### src/rtl/pipeline_run_controller.sv
// pipeline_run_controller
// Run-control and statistics block for the pipelined processor. It holds the
// core in reset for RESET_CYCLES edges after `reset` drops, then enables it and
// counts run cycles and retired instructions until a halt instruction commits
// or the cycle budget MAX_CYCLES expires.
//
// Optional feature macro: RUN_CTRL_BRANCH_STATS_EN
//   defined   -> branch_count counts taken branches seen while running
//   undefined -> branch_count is tied to zero, is_Branch_Taken is ignored
module pipeline_run_controller #(
    parameter int PC_WIDTH     = 10,
    parameter int IR_WIDTH     = 32,
    parameter int CNT_WIDTH    = 32,
    parameter int RESET_CYCLES = 4,
    parameter int MAX_CYCLES   = 1000,
    parameter int OPC_MSB      = 31,
    parameter int OPC_LSB      = 27,
    parameter logic [OPC_MSB-OPC_LSB:0] HALT_OPCODE = 5'b11111
) (
    input  logic                 clk,
    input  logic                 reset,
    input  logic                 commit_valid,
    input  logic [IR_WIDTH-1:0]  commit_ir,
    input  logic [PC_WIDTH-1:0]  commit_pc,
    input  logic                 is_Branch_Taken,
    output logic                 core_reset,
    output logic                 run,
    output logic [CNT_WIDTH-1:0] cycle_count,
    output logic [CNT_WIDTH-1:0] retired_count,
    output logic [PC_WIDTH-1:0]  last_pc,
    output logic                 done,
    output logic                 timeout,
    output logic [CNT_WIDTH-1:0] branch_count
);

    typedef enum logic [1:0] {
        HOLD      = 2'd0,
        RUN       = 2'd1,
        HALTED    = 2'd2,
        TIMED_OUT = 2'd3
    } state_t;

    // Hold counter only needs to reach RESET_CYCLES-1.
    localparam int HOLD_W = (RESET_CYCLES > 1) ? $clog2(RESET_CYCLES) : 1;
    localparam logic [HOLD_W-1:0]    HOLD_LAST   = HOLD_W'(RESET_CYCLES - 1);
    localparam logic [HOLD_W-1:0]    HOLD_ONE    = {{(HOLD_W-1){1'b0}}, 1'b1};
    localparam logic [CNT_WIDTH-1:0] CNT_ONE     = {{(CNT_WIDTH-1){1'b0}}, 1'b1};
    localparam logic [CNT_WIDTH-1:0] CYCLE_LIMIT = CNT_WIDTH'(MAX_CYCLES);

    // Counters stick at all-ones instead of wrapping.
    function automatic logic [CNT_WIDTH-1:0] sat_inc(input logic [CNT_WIDTH-1:0] v);
        return (&v) ? v : (v + CNT_ONE);
    endfunction

    state_t                state_q,         state_d;
    logic [HOLD_W-1:0]     hold_cnt_q,      hold_cnt_d;
    logic [CNT_WIDTH-1:0]  cycle_count_q,   cycle_count_d;
    logic [CNT_WIDTH-1:0]  retired_count_q, retired_count_d;
    logic [CNT_WIDTH-1:0]  branch_count_q,  branch_count_d;
    logic [PC_WIDTH-1:0]   last_pc_q,       last_pc_d;
    logic                  core_reset_q,    core_reset_d;
    logic                  run_q,           run_d;
    logic                  done_q,          done_d;
    logic                  timeout_q,       timeout_d;
    logic                  halt_commit;
    logic                  branch_inc;

    // Only the opcode field is decoded; the remaining instruction bits are
    // intentionally ignored.
    logic unused_inputs;
    assign unused_inputs = ^{commit_ir, is_Branch_Taken};

    assign halt_commit = commit_valid && (commit_ir[OPC_MSB:OPC_LSB] == HALT_OPCODE);

`ifdef RUN_CTRL_BRANCH_STATS_EN
    assign branch_inc = is_Branch_Taken;
`else
    assign branch_inc = 1'b0;
`endif

    // Next-state and next-output computation; every register holds by default.
    always_comb begin
        state_d         = state_q;
        hold_cnt_d      = hold_cnt_q;
        cycle_count_d   = cycle_count_q;
        retired_count_d = retired_count_q;
        branch_count_d  = branch_count_q;
        last_pc_d       = last_pc_q;
        core_reset_d    = core_reset_q;
        run_d           = run_q;
        done_d          = done_q;
        timeout_d       = timeout_q;

        case (state_q)
            HOLD: begin
                // The edge that sees the last hold count releases the core,
                // so core_reset is high for exactly RESET_CYCLES edges.
                if (hold_cnt_q == HOLD_LAST) begin
                    state_d      = RUN;
                    core_reset_d = 1'b0;
                    run_d        = 1'b1;
                end else begin
                    hold_cnt_d = hold_cnt_q + HOLD_ONE;
                end
            end

            RUN: begin
                cycle_count_d = sat_inc(cycle_count_q);
                if (commit_valid) begin
                    retired_count_d = sat_inc(retired_count_q);
                    last_pc_d       = commit_pc;
                end
                if (branch_inc) begin
                    branch_count_d = sat_inc(branch_count_q);
                end
                // A halt commit takes priority over a simultaneous budget expiry.
                if (halt_commit) begin
                    state_d = HALTED;
                    run_d   = 1'b0;
                    done_d  = 1'b1;
                end else if (cycle_count_d == CYCLE_LIMIT) begin
                    state_d   = TIMED_OUT;
                    run_d     = 1'b0;
                    done_d    = 1'b1;
                    timeout_d = 1'b1;
                end
            end

            HALTED, TIMED_OUT: begin
                // Terminal: everything frozen until reset.
            end

            default: begin
                state_d      = HOLD;
                hold_cnt_d   = '0;
                core_reset_d = 1'b1;
                run_d        = 1'b0;
                done_d       = 1'b0;
                timeout_d    = 1'b0;
            end
        endcase
    end

    // State and output registers with asynchronous reset to the hold condition.
    always_ff @(posedge clk or posedge reset) begin
        if (reset) begin
            state_q         <= HOLD;
            hold_cnt_q      <= '0;
            cycle_count_q   <= '0;
            retired_count_q <= '0;
            branch_count_q  <= '0;
            last_pc_q       <= '0;
            core_reset_q    <= 1'b1;
            run_q           <= 1'b0;
            done_q          <= 1'b0;
            timeout_q       <= 1'b0;
        end else begin
            state_q         <= state_d;
            hold_cnt_q      <= hold_cnt_d;
            cycle_count_q   <= cycle_count_d;
            retired_count_q <= retired_count_d;
            branch_count_q  <= branch_count_d;
            last_pc_q       <= last_pc_d;
            core_reset_q    <= core_reset_d;
            run_q           <= run_d;
            done_q          <= done_d;
            timeout_q       <= timeout_d;
        end
    end

    assign core_reset    = core_reset_q;
    assign run           = run_q;
    assign cycle_count   = cycle_count_q;
    assign retired_count = retired_count_q;
    assign last_pc       = last_pc_q;
    assign done          = done_q;
    assign timeout       = timeout_q;
    assign branch_count  = branch_count_q;

endmodule

### config.mk
export PLATFORM = sky130hd
export DESIGN_NAME = pipeline_run_controller
export DESIGN_NICKNAME = d
export VERILOG_FILES = /design/src/rtl/pipeline_run_controller.sv
export SDC_FILE = /design/constraint.sdc
export NUM_CORES = 1
export LEC_CHECK = 0
export BUFFER_PORTS_ARGS = -buffer_cell sky130_fd_sc_hd__buf_2
export CAP_MARGIN = 5
export CORE_ASPECT_RATIO = 0.6
export CORE_MARGIN = 1
export CORE_UTILIZATION = 35
export DETAILED_ROUTE_END_ITERATION = 10
export GPL_TIMING_DRIVEN = 0
export MAX_ROUTING_LAYER = met4
export PLACE_DENSITY = 0.71
export SKIP_CTS_REPAIR_TIMING = 1
export SYNTH_ARGS = -nofsm -noshare
export SYNTH_HDL_FRONTEND = slang
export SYNTH_SLANG_ARGS = --single-unit
### constraint.sdc
create_clock -name clk -period 2.4 [get_ports clk]
set_input_delay 0.48 -clock clk [delete_from_list [all_inputs] [get_ports clk]]
set_output_delay 0.48 -clock clk [all_outputs]
set_load 0.01 [all_outputs]
==> results of run 1 <==
sequential cells by signal, summed over array words and instances, names as in the netlist:
signal and count:
run 1, done 1, state_q 2, hold_cnt_q 2
timeout 1, core_reset 1, cycle_count 32, retired_count 32
last_pc 10
synthesized netlist by cell type, drive strengths merged (3+ instances only):
cell    number  share of area, %
a21oi        8              0.95
a31oi        4              0.55
and2         6              0.82
and3        12               1.6
and4         6               1.1
buf         41               6.3
clkbuf       9              0.74
dfrtp       81                44
ha           3              0.82
inv          7              0.57
mux2        12               2.9
mux2i        3              0.65
nand2       48               3.9
nand2b       3              0.41
nand3       25               2.7
nand4       28               4.1
nor2        28               2.3
nor3        22               2.6
nor4        10               2.0
o21ai        4              0.44
or3          6              0.82
xnor2       43               8.2
xor2        31               5.9
per-layer routing:
metal	vias to the layer above	global-route usage (%)
met5	-	-
met4	0	4.29
met3	13	4.60
met2	170	24.0
met1	1919	26.0
li1	1881	-
path summary, 6_finish.rpt:
path	to	slack, ns	cells past startpoint
max	run	-0.39	11
min	last_pc[9]	0.18	2
max reg2reg	run	-0.39	11
min reg2reg	hold_cnt_q[0]	0.48	1
max in group asynchronous	core_reset	1.59	3
min in group clk	last_pc[7]	0.38	2
where the power goes:
group | switching, W | total [W] | internal [W]
registers | 0 | 0.00138 | 0.00138
clock network | 0.000554 | 0.00139 | 0.000831
logic | 0.0000642 | 0.000115 | 0.0000509
logic make-up (layout without fill, tap and decap cells):
kind of cell             after synthesis  in the layout  synth area share (%)
AND/OR/NAND/NOR                      205            205                  24.4
flip-flops                            82             82                  44.8
XOR/XNOR                              74             74                  14.1
buffers and inverters                 57            183                  7.58
AO/OA/AOI/OAI                         30             30                  4.69
multiplexers                          15             15                  3.60
adder cells (fa/ha/maj)                3              3                 0.818
other                                  1             32                0.0817
through the flow:
step	power, W	TNS, ns	hold WS (ns)
4_1_cts	0.00291	-7.61	0.192
3_3_place_gp	0.00151	-6.75	0.460
2_1_floorplan	0.00149	-0.161	0.448
3_5_place_dp	0.00152	-7.32	0.457
5_1_grt	0.00298	-2.62	0.219
6_report	0.00288	-1.30	0.184
worst max-delay path: stages (launching register included):
cell,delay [ns]
dfrtp_2,0.44
ha_4,0.19
nand3_4,0.08
clkbuf_4,0.20
nor4_4,0.27
buf_4,0.20
nand2_2,0.12
a211o_1,0.34
a2111oi_4,0.36
nand4_1,0.15
buf_6,0.16
a31o_1,0.17
area by class of cell:
class                   instances  area [µm²]
multi-input cells             359        2570
repair buffers                115         654
inverters                       7        30.0
clock buffers                  11         243
clock inverters                 5        53.8
fillers                      1135        6270
flip-flops and latches         82        2060
plain buffers                  45         319
well taps                     165         206
==> impl_metrics.py, run 1 <==
metrics = {
    "synth": {
        "ys_ff_latch": 82,
        "synth-edff-count": 0,
        "ys_warn_count": 0,
        "yosysUniqueCellTypes": 51,
        "ys.flop_type": "dfrtp_1",
        "seq_area_frac_synth_pct": 44.8,
        "syn_inst": 467,
        "netlist_area_um2": 4590,
        "async_reset_ff_share_pct": 100,
        "avgSynthCellArea_um2": 9.82,
    },
    "drt": {
        "top_layer_used": "met4",
        "route.met3.wl_um": 860,
        "ant_nets": 0,
        "drtIter0Drc": 227,
        "wirelength_um": 11900,
        "num_vias": 3983,
        "post_drt_wl_per_cell_um": 15.1,
        "met2WireLength_um": 5090,
        "drc": 0,
        "dr.pass1.iters": 4,
        "vias_per_cell": 5.05,
        "met1_length_um": 5840,
    },
    "sta": {
        "hold_viol": 0,
        "slew_viol_final": 0,
        "setup_slack_ns": -0.389,
        "slew_headroom_pct": 58.9,
        "tightest_slew_ns": 0.610,
        "finalSetupViolCount": 4,
        "max_freq_mhz": 359,
        "skew_ns": 0.00645,
        "min_period_ns": 2.79,
        "grt_setup_unrepaired": "yes",
        "min_period_over_period_pct": 116,
    },
    "worst_hold_path": {
        "min_path_type": "in -> async",
    },
    "finish": {
        "antenna_cells": 0,
        "design_area_um2": 6140,
        "fin_cells": 789,
        "final_common_cell": "buf_2",
        "area_growth_pct": 33.8,
        "nets": 668,
        "drive_above_1_share_pct": 36.7,
        "layout_common_cells": "100 x buf_2, 76 x dfrtp_1, 50 x buf_4",
        "postLayoutCoreUtil_pct": 49.5,
    },
    "grt": {
        "gr-total-overflow": 0,
        "groute.usage.overall_pct": 17.8,
        "grt_antenna_before_repair": 0,
        "grt_pass1_vias": 3520,
        "grt_max_degree": 38,
        "grt_pass1_wl_um": 18400,
    },
    "clock_network": {
        "cts_root_buffer": "clkbuf_16",
        "insertion_delay_ns": 0.34,
        "clkTransAtPathRegs_ns": 0.06,
        "cts_buffers": 9,
        "cts-htree-levels": 3,
        "cts_sinks": 82,
        "cts_tree": "built",
        "clock_path_buffers": 2,
    },
    "setup_path": {
        "crit_type": "reg -> reg",
        "worstSetupEndpointType": "flop",
        "crit_start": "cycle_count[1]",
        "cp.arrival_ns": 3.01,
        "worstPathMaxFanout": 10,
        "worstPathRequired_ns": 2.62,
        "worstSetupStartpointType": "flop",
        "rr_startpoint": "cycle_count[1]",
    },
    "placement": {
        "numPortBuffers": 95,
        "place_congestion": 0.886,
        "placed_area_um2": 5500,
        "dp_cells": 760,
        "dpl_worst_slack_ns": -0.712,
        "dp_hpwl_um": 8780,
    },
    "power": {
        "p_leak_nw": 3.18,
        "p_per_area_nw_per_um2": 469,
        "peakVddDrop_mv": 0.350,
    },
    "outcome": {
        "violations": "setup timing",
        "status": "complete, but fails checks",
    },
    "run": {
        "maxCapViolCount": 0,
    },
    "floorplan": {
        "coreArea_um2": 12400,
        "initial_core_util_pct": 37.0,
        "design.portCount": 156,
        "die_w_um": 150,
        "rows": 31,
        "die_h_um": 90.7,
        "dieArea_um2": 13600,
    },
}
Power figures use the tool's default switching activity.
==> run 2, diff against run 1 <==
- BUFFER_PORTS_ARGS: -buffer_cell sky130_fd_sc_hd__buf_2 -> -buffer_cell sky130_fd_sc_hd__clkbuf_2
- CAP_MARGIN: 5 -> unset
==> run 2 against run 1 <==
- the flow still finishes with violations (setup timing)
- first-iteration DRC count increased by 29%
- clock power barely moved
- maximum frequency increased by 0.50%
- power fell by 0.49%
- combinational power about the same
- count of clock-buffer cells in the layout fell by 1
- global-route usage increased by 0.53 points
- design area up 2.7%
- critical path depth unchanged
- largest cell class unchanged
==> impl_metrics.py, run 2 (synthesis gave the netlist of run 1 again) <==
metrics = {
    "floorplan": {
        "dieArea_um2": 13600,
        "rows": 31,
        "die_h_um": 90.7,
        "die_w_um": 150,
        "design.portCount": 156,
        "coreArea_um2": 12400,
        "initial_core_util_pct": 37.0,
    },
    "finish": {
        "final_common_cell": "clkbuf_2",
        "register_area_um2": 2070,
        "drive_above_1_share_pct": 40.5,
        "nets": 686,
        "multi_input_area_um2": 2560,
        "fin_cells": 807,
        "antenna_cells": 0,
        "layout_common_cells": "96 x clkbuf_2, 68 x buf_4, 65 x dfrtp_1",
        "fillCellCount": 1146,
        "postLayoutCoreUtil_pct": 50.8,
        "area_growth_pct": 37.5,
    },
    "clock_network": {
        "clock_path_buffers": 2,
        "insertion_delay_ns": 0.34,
        "cts_tree": "built",
        "clkTransAtPathRegs_ns": 0.07,
        "cts-htree-levels": 3,
        "cts_sinks": 82,
        "cts_root_buffer": "clkbuf_16",
        "cts_buffers": 9,
    },
    "setup_path": {
        "worstPathMaxFanout": 10,
        "r2r_slack_ns": -0.37,
        "r2r_end": "run",
        "critPathSlowestCell": "nor4b_1",
        "worstPathRequired_ns": 2.62,
        "r2r_cells": 11,
        "cp.arrival_ns": 2.99,
        "critPathTopFamily": "simple AND/OR/NAND/NOR gates",
        "worstSetupEndpointType": "flop",
        "rr_startpoint": "cycle_count[0]",
        "worstSetupStartpointType": "flop",
        "max_stage_delay_ns": 0.50,
        "crit_chain": "ha_4, nand3_4, clkbuf_4, xor2_1, a32oi_1, nor4b_1, nand3_1, a2111oi_4, nand4_1, buf_6, a31o_1",
        "crit_buf_inv": 2,
        "crit_type": "reg -> reg",
    },
    "sta": {
        "slew_viol_final": 0,
        "grt_setup_unrepaired": "yes",
        "hold_viol": 0,
        "setup_slack_ns": -0.375,
        "max_freq_mhz": 360,
        "finalSetupViolCount": 8,
        "min_period_ns": 2.77,
        "slew_headroom_pct": 57.6,
        "tightest_slew_ns": 0.631,
        "min_period_over_period_pct": 116,
        "skew_ns": 0.00977,
        "setup-tns-final_ns": -1.30,
    },
    "grt": {
        "groute.usage.overall_pct": 18.3,
        "grt_antenna_before_repair": 0,
        "gr-total-overflow": 0,
        "grt_pass1_wl_um": 19000,
        "grt_pass1_vias": 3589,
        "grt_max_degree": 39,
    },
    "drt": {
        "num_vias": 4006,
        "post_drt_wl_per_cell_um": 15.5,
        "drc": 0,
        "drtIter0Drc": 293,
        "dr.pass1.iters": 5,
        "ant_nets": 0,
        "wirelength_um": 12500,
        "vias_per_cell": 4.96,
    },
    "placement": {
        "numPortBuffers": 95,
        "place_congestion": 0.880,
        "dp_cells": 760,
        "dp_hpwl_um": 8950,
        "dpl_worst_slack_ns": -0.725,
    },
    "outcome": {
        "status": "complete, but fails checks",
        "violations": "setup timing",
    },
    "power": {
        "peakVddDrop_mv": 0.389,
        "finalPower_w": 0.00287,
        "p_leak_nw": 3.15,
        "p_per_area_nw_per_um2": 455,
    },
    "run": {
        "maxCapViolCount": 0,
    },
    "worst_hold_path": {
        "min_path_type": "in -> async",
    },
}
## run 2: worst register-to-register path: stages, from the launching register on
cell and delay (ns):
dfrtp_2 0.45, ha_4 0.19, nand3_4 0.06, clkbuf_4 0.22, xor2_1 0.16, a32oi_1 0.07
nor4b_1 0.50, nand3_1 0.23, a2111oi_4 0.26, nand4_1 0.15, buf_6 0.16, a31o_1 0.21
## run 2: layout make-up
| class | instances | share of cell area (%) |
|---|---|---|
| clock buffer | 10 | 3.63 |
| tap | 165 | 3.27 |
| inverter | 7 | 0.476 |
| sequential | 82 | 32.9 |
| multi-input combinational | 359 | 40.6 |
| buffer | 45 | 5.41 |
| timing repair buffer | 133 | 12.6 |
| clock inverter | 6 | 1.07 |
## run 2: how the worst max path moves through the flow
stage                          startpoint   to  slack (ns)  cells past startpoint
after floorplan            cycle_count[0]  run       -0.14                     10
after global placement     cycle_count[2]  run       -0.78                      9
after detailed placement   cycle_count[2]  run       -0.73                      9
after CTS                  cycle_count[2]  run       -0.75                      9
after global routing      cycle_count[17]  run       -0.46                      9
final                      cycle_count[0]  run       -0.37                     11
## run 2: power by group
part	total [W]	internal [W]	switching (W)
Sequential	0.00138	0.00138	0
Clock	0.00137	0.000808	0.000563
Combinational	0.000117	0.0000522	0.0000644
Total	0.00287	0.00224	0.000627
## run 2: metrics by stage
stage | cell area (µm²) | hold slack, ns
after floorplan | 4780 | 0.448
after global placement | 5460 | 0.462
after detailed placement | 5510 | 0.464
after CTS | 5810 | 0.189
after global routing | 6310 | 0.217
final | 6310 | 0.178
## run 2: routing by layer
layer	wire length [µm]	GRT usage, %
met5	0	-
met4	78	3.20
met1	5970	26.9
met3	804	5.30
met2	5620	24.8
==> run 3, diff against run 2 <==
- ABC_CLOCK_PERIOD_IN_PS: unset -> 2400
- SETUP_SLACK_MARGIN: unset -> 0.1
==> run 3 against run 2 <==
- the flow still finishes with violations (setup timing)
- design area fell by 2.4%
- worst hold slack better by 0.13 ns
- sequential share of layout area increased by 0.80 points
- global-route usage grew 0.28 points
- maximum frequency increased by 0.15%
- power grew 3.6%
- routed wire length fell by 3.3%
- first-iteration DRC count rose by 68%
- critical path depth stayed put
- count of clock-buffer cells in the layout up 3
- largest cell class unchanged
- highest routed layer unchanged
==> impl_metrics.py, run 3 (synthesis gave the netlist of run 1 again) <==
metrics = {
    "drt": {
        "drtIter0Drc": 493,
        "wirelength_um": 12100,
        "ant_nets": 0,
        "vias_per_cell": 5.01,
        "num_vias": 3966,
        "drc": 0,
        "post_drt_wl_per_cell_um": 15.2,
        "dr.pass1.iters": 5,
    },
    "clock_network": {
        "clkTransAtPathRegs_ns": 0.06,
        "clock_path_buffers": 2,
        "cts_sinks": 82,
        "insertion_delay_ns": 0.34,
        "cts-htree-levels": 3,
        "cts_tree": "built",
        "cts_buffers": 9,
        "cts_root_buffer": "clkbuf_16",
    },
    "finish": {
        "fin_cells": 792,
        "drive_above_1_share_pct": 38.0,
        "antenna_cells": 0,
        "layout_common_cells": "97 x clkbuf_2, 65 x dfrtp_1, 52 x buf_4",
        "nets": 671,
        "fillCellCount": 1173,
        "design_area_um2": 6160,
        "postLayoutCoreUtil_pct": 49.6,
        "register_area_um2": 2070,
        "multi_input_area_um2": 2530,
        "area_growth_pct": 34.2,
        "final_common_cell": "clkbuf_2",
    },
    "outcome": {
        "status": "complete, but fails checks",
        "violations": "setup timing",
    },
    "placement": {
        "numPortBuffers": 95,
        "dpl_worst_slack_ns": -0.728,
        "dp_hpwl_um": 8790,
        "place_congestion": 0.904,
        "dp_cells": 759,
        "placed_area_um2": 5510,
    },
    "grt": {
        "grt_pass1_wl_um": 19200,
        "grt_antenna_before_repair": 0,
        "gr-total-overflow": 0,
        "groute.usage.overall_pct": 18.6,
        "grt_pass1_vias": 3641,
        "grt_max_degree": 43,
    },
    "setup_path": {
        "worstSetupStartpointType": "flop",
        "crit_start": "cycle_count[0]",
        "crit_type": "reg -> reg",
        "worstSetupEndpointType": "flop",
        "worstPathRequired_ns": 2.63,
        "worstPathMaxFanout": 6,
        "r2r_cells": 11,
        "critPathCapture": "run",
        "cp.arrival_ns": 3.00,
        "r2r_slack_ns": -0.37,
        "rr_startpoint": "cycle_count[0]",
        "r2r_end": "run",
    },
    "floorplan": {
        "initial_core_util_pct": 37.0,
        "coreArea_um2": 12400,
        "die_h_um": 90.7,
        "design.portCount": 156,
        "rows": 31,
        "dieArea_um2": 13600,
        "die_w_um": 150,
    },
    "sta": {
        "min_period_over_period_pct": 115,
        "setup-tns-final_ns": -1.17,
        "slew_headroom_pct": 39.8,
        "skew_ns": 0.00938,
        "slew_viol_final": 0,
        "finalSetupViolCount": 4,
        "setup_slack_ns": -0.371,
        "tightest_slew_ns": 0.901,
        "min_period_ns": 2.77,
        "grt_setup_unrepaired": "yes",
        "hold_viol": 0,
        "max_freq_mhz": 361,
    },
    "power": {
        "p_leak_nw": 3.06,
        "p_per_area_nw_per_um2": 483,
        "switching_share_pct": 20.3,
        "p_clk_share_pct": 49.8,
        "power.switching_w": 0.000602,
        "peakVddDrop_mv": 0.313,
        "seqPwrFrac_pct": 46.5,
        "pwr-share-comb_pct": 3.7,
        "p_int_w": 0.00237,
    },
    "run": {
        "maxCapViolCount": 0,
    },
    "worst_hold_path": {
        "min_path_type": "in -> async",
    },
}
[run 3: power by group through the flow]
stage | clock, W | sequential [W] | combinational [W]
6_report | 0.00148 | 0.00138 | 0.000110
3_3_place_gp | 0 | 0.00141 | 0.000104
2_1_floorplan | 0 | 0.00141 | 0.0000828
3_5_place_dp | 0 | 0.00141 | 0.000110
4_1_cts | 0.00151 | 0.00138 | 0.000110
5_1_grt | 0.00157 | 0.00138 | 0.000125
[run 3: layout make-up]
type / count / share of cell area, %
buffer: 50 / 6.22
clock buffer: 13 / 4.06
clock inverter: 3 / 1.06
inverter: 7 / 0.488
multi-input combinational: 359 / 41.0
sequential: 82 / 33.7
tap: 165 / 3.35
timing repair buffer: 113 / 10.1
[run 3: layer usage]
metal | vias to the layer above | part of all wire [%] | track usage (%)
met1 | 1888 | 48 | 26.9
met5 | - | 0 | -
met3 | 11 | 8.6 | 5.25
li1 | 1890 | - | -
met2 | 177 | 43 | 25.1
met4 | 0 | 0.69 | 4.63
[run 3: worst min-delay path by stage]
stage | startpoint | to | slack, ns
floorplan | hold_cnt_q[0] | hold_cnt_q[0] | 0.45
global placement | hold_cnt_q[0] | hold_cnt_q[0] | 0.46
detailed placement | timeout | timeout | 0.46
CTS | reset | last_pc[7] | 0.34
global route | commit_pc[6] | last_pc[6] | 0.36
finish | reset | last_pc[7] | 0.31
[run 3: stage by stage]
| step | hold slack, ns | power, W |
|---|---|---|
| 6_report | 0.310 | 0.00297 |
| 5_1_grt | 0.363 | 0.00308 |
| 4_1_cts | 0.341 | 0.00300 |
| 3_5_place_dp | 0.462 | 0.00152 |
| 3_3_place_gp | 0.462 | 0.00151 |
| 2_1_floorplan | 0.448 | 0.00149 |
[run 3: worst max-delay path, stage by stage, from the launching register on]
cell,delay [ns]
dfrtp_2,0.42
ha_4,0.19
nand3_4,0.09
or4_4,0.52
buf_6,0.16
nor3_4,0.15
a31oi_2,0.15
or3_1,0.34
nor4_2,0.15
nand4_1,0.11
buf_4,0.17
a31o_1,0.21
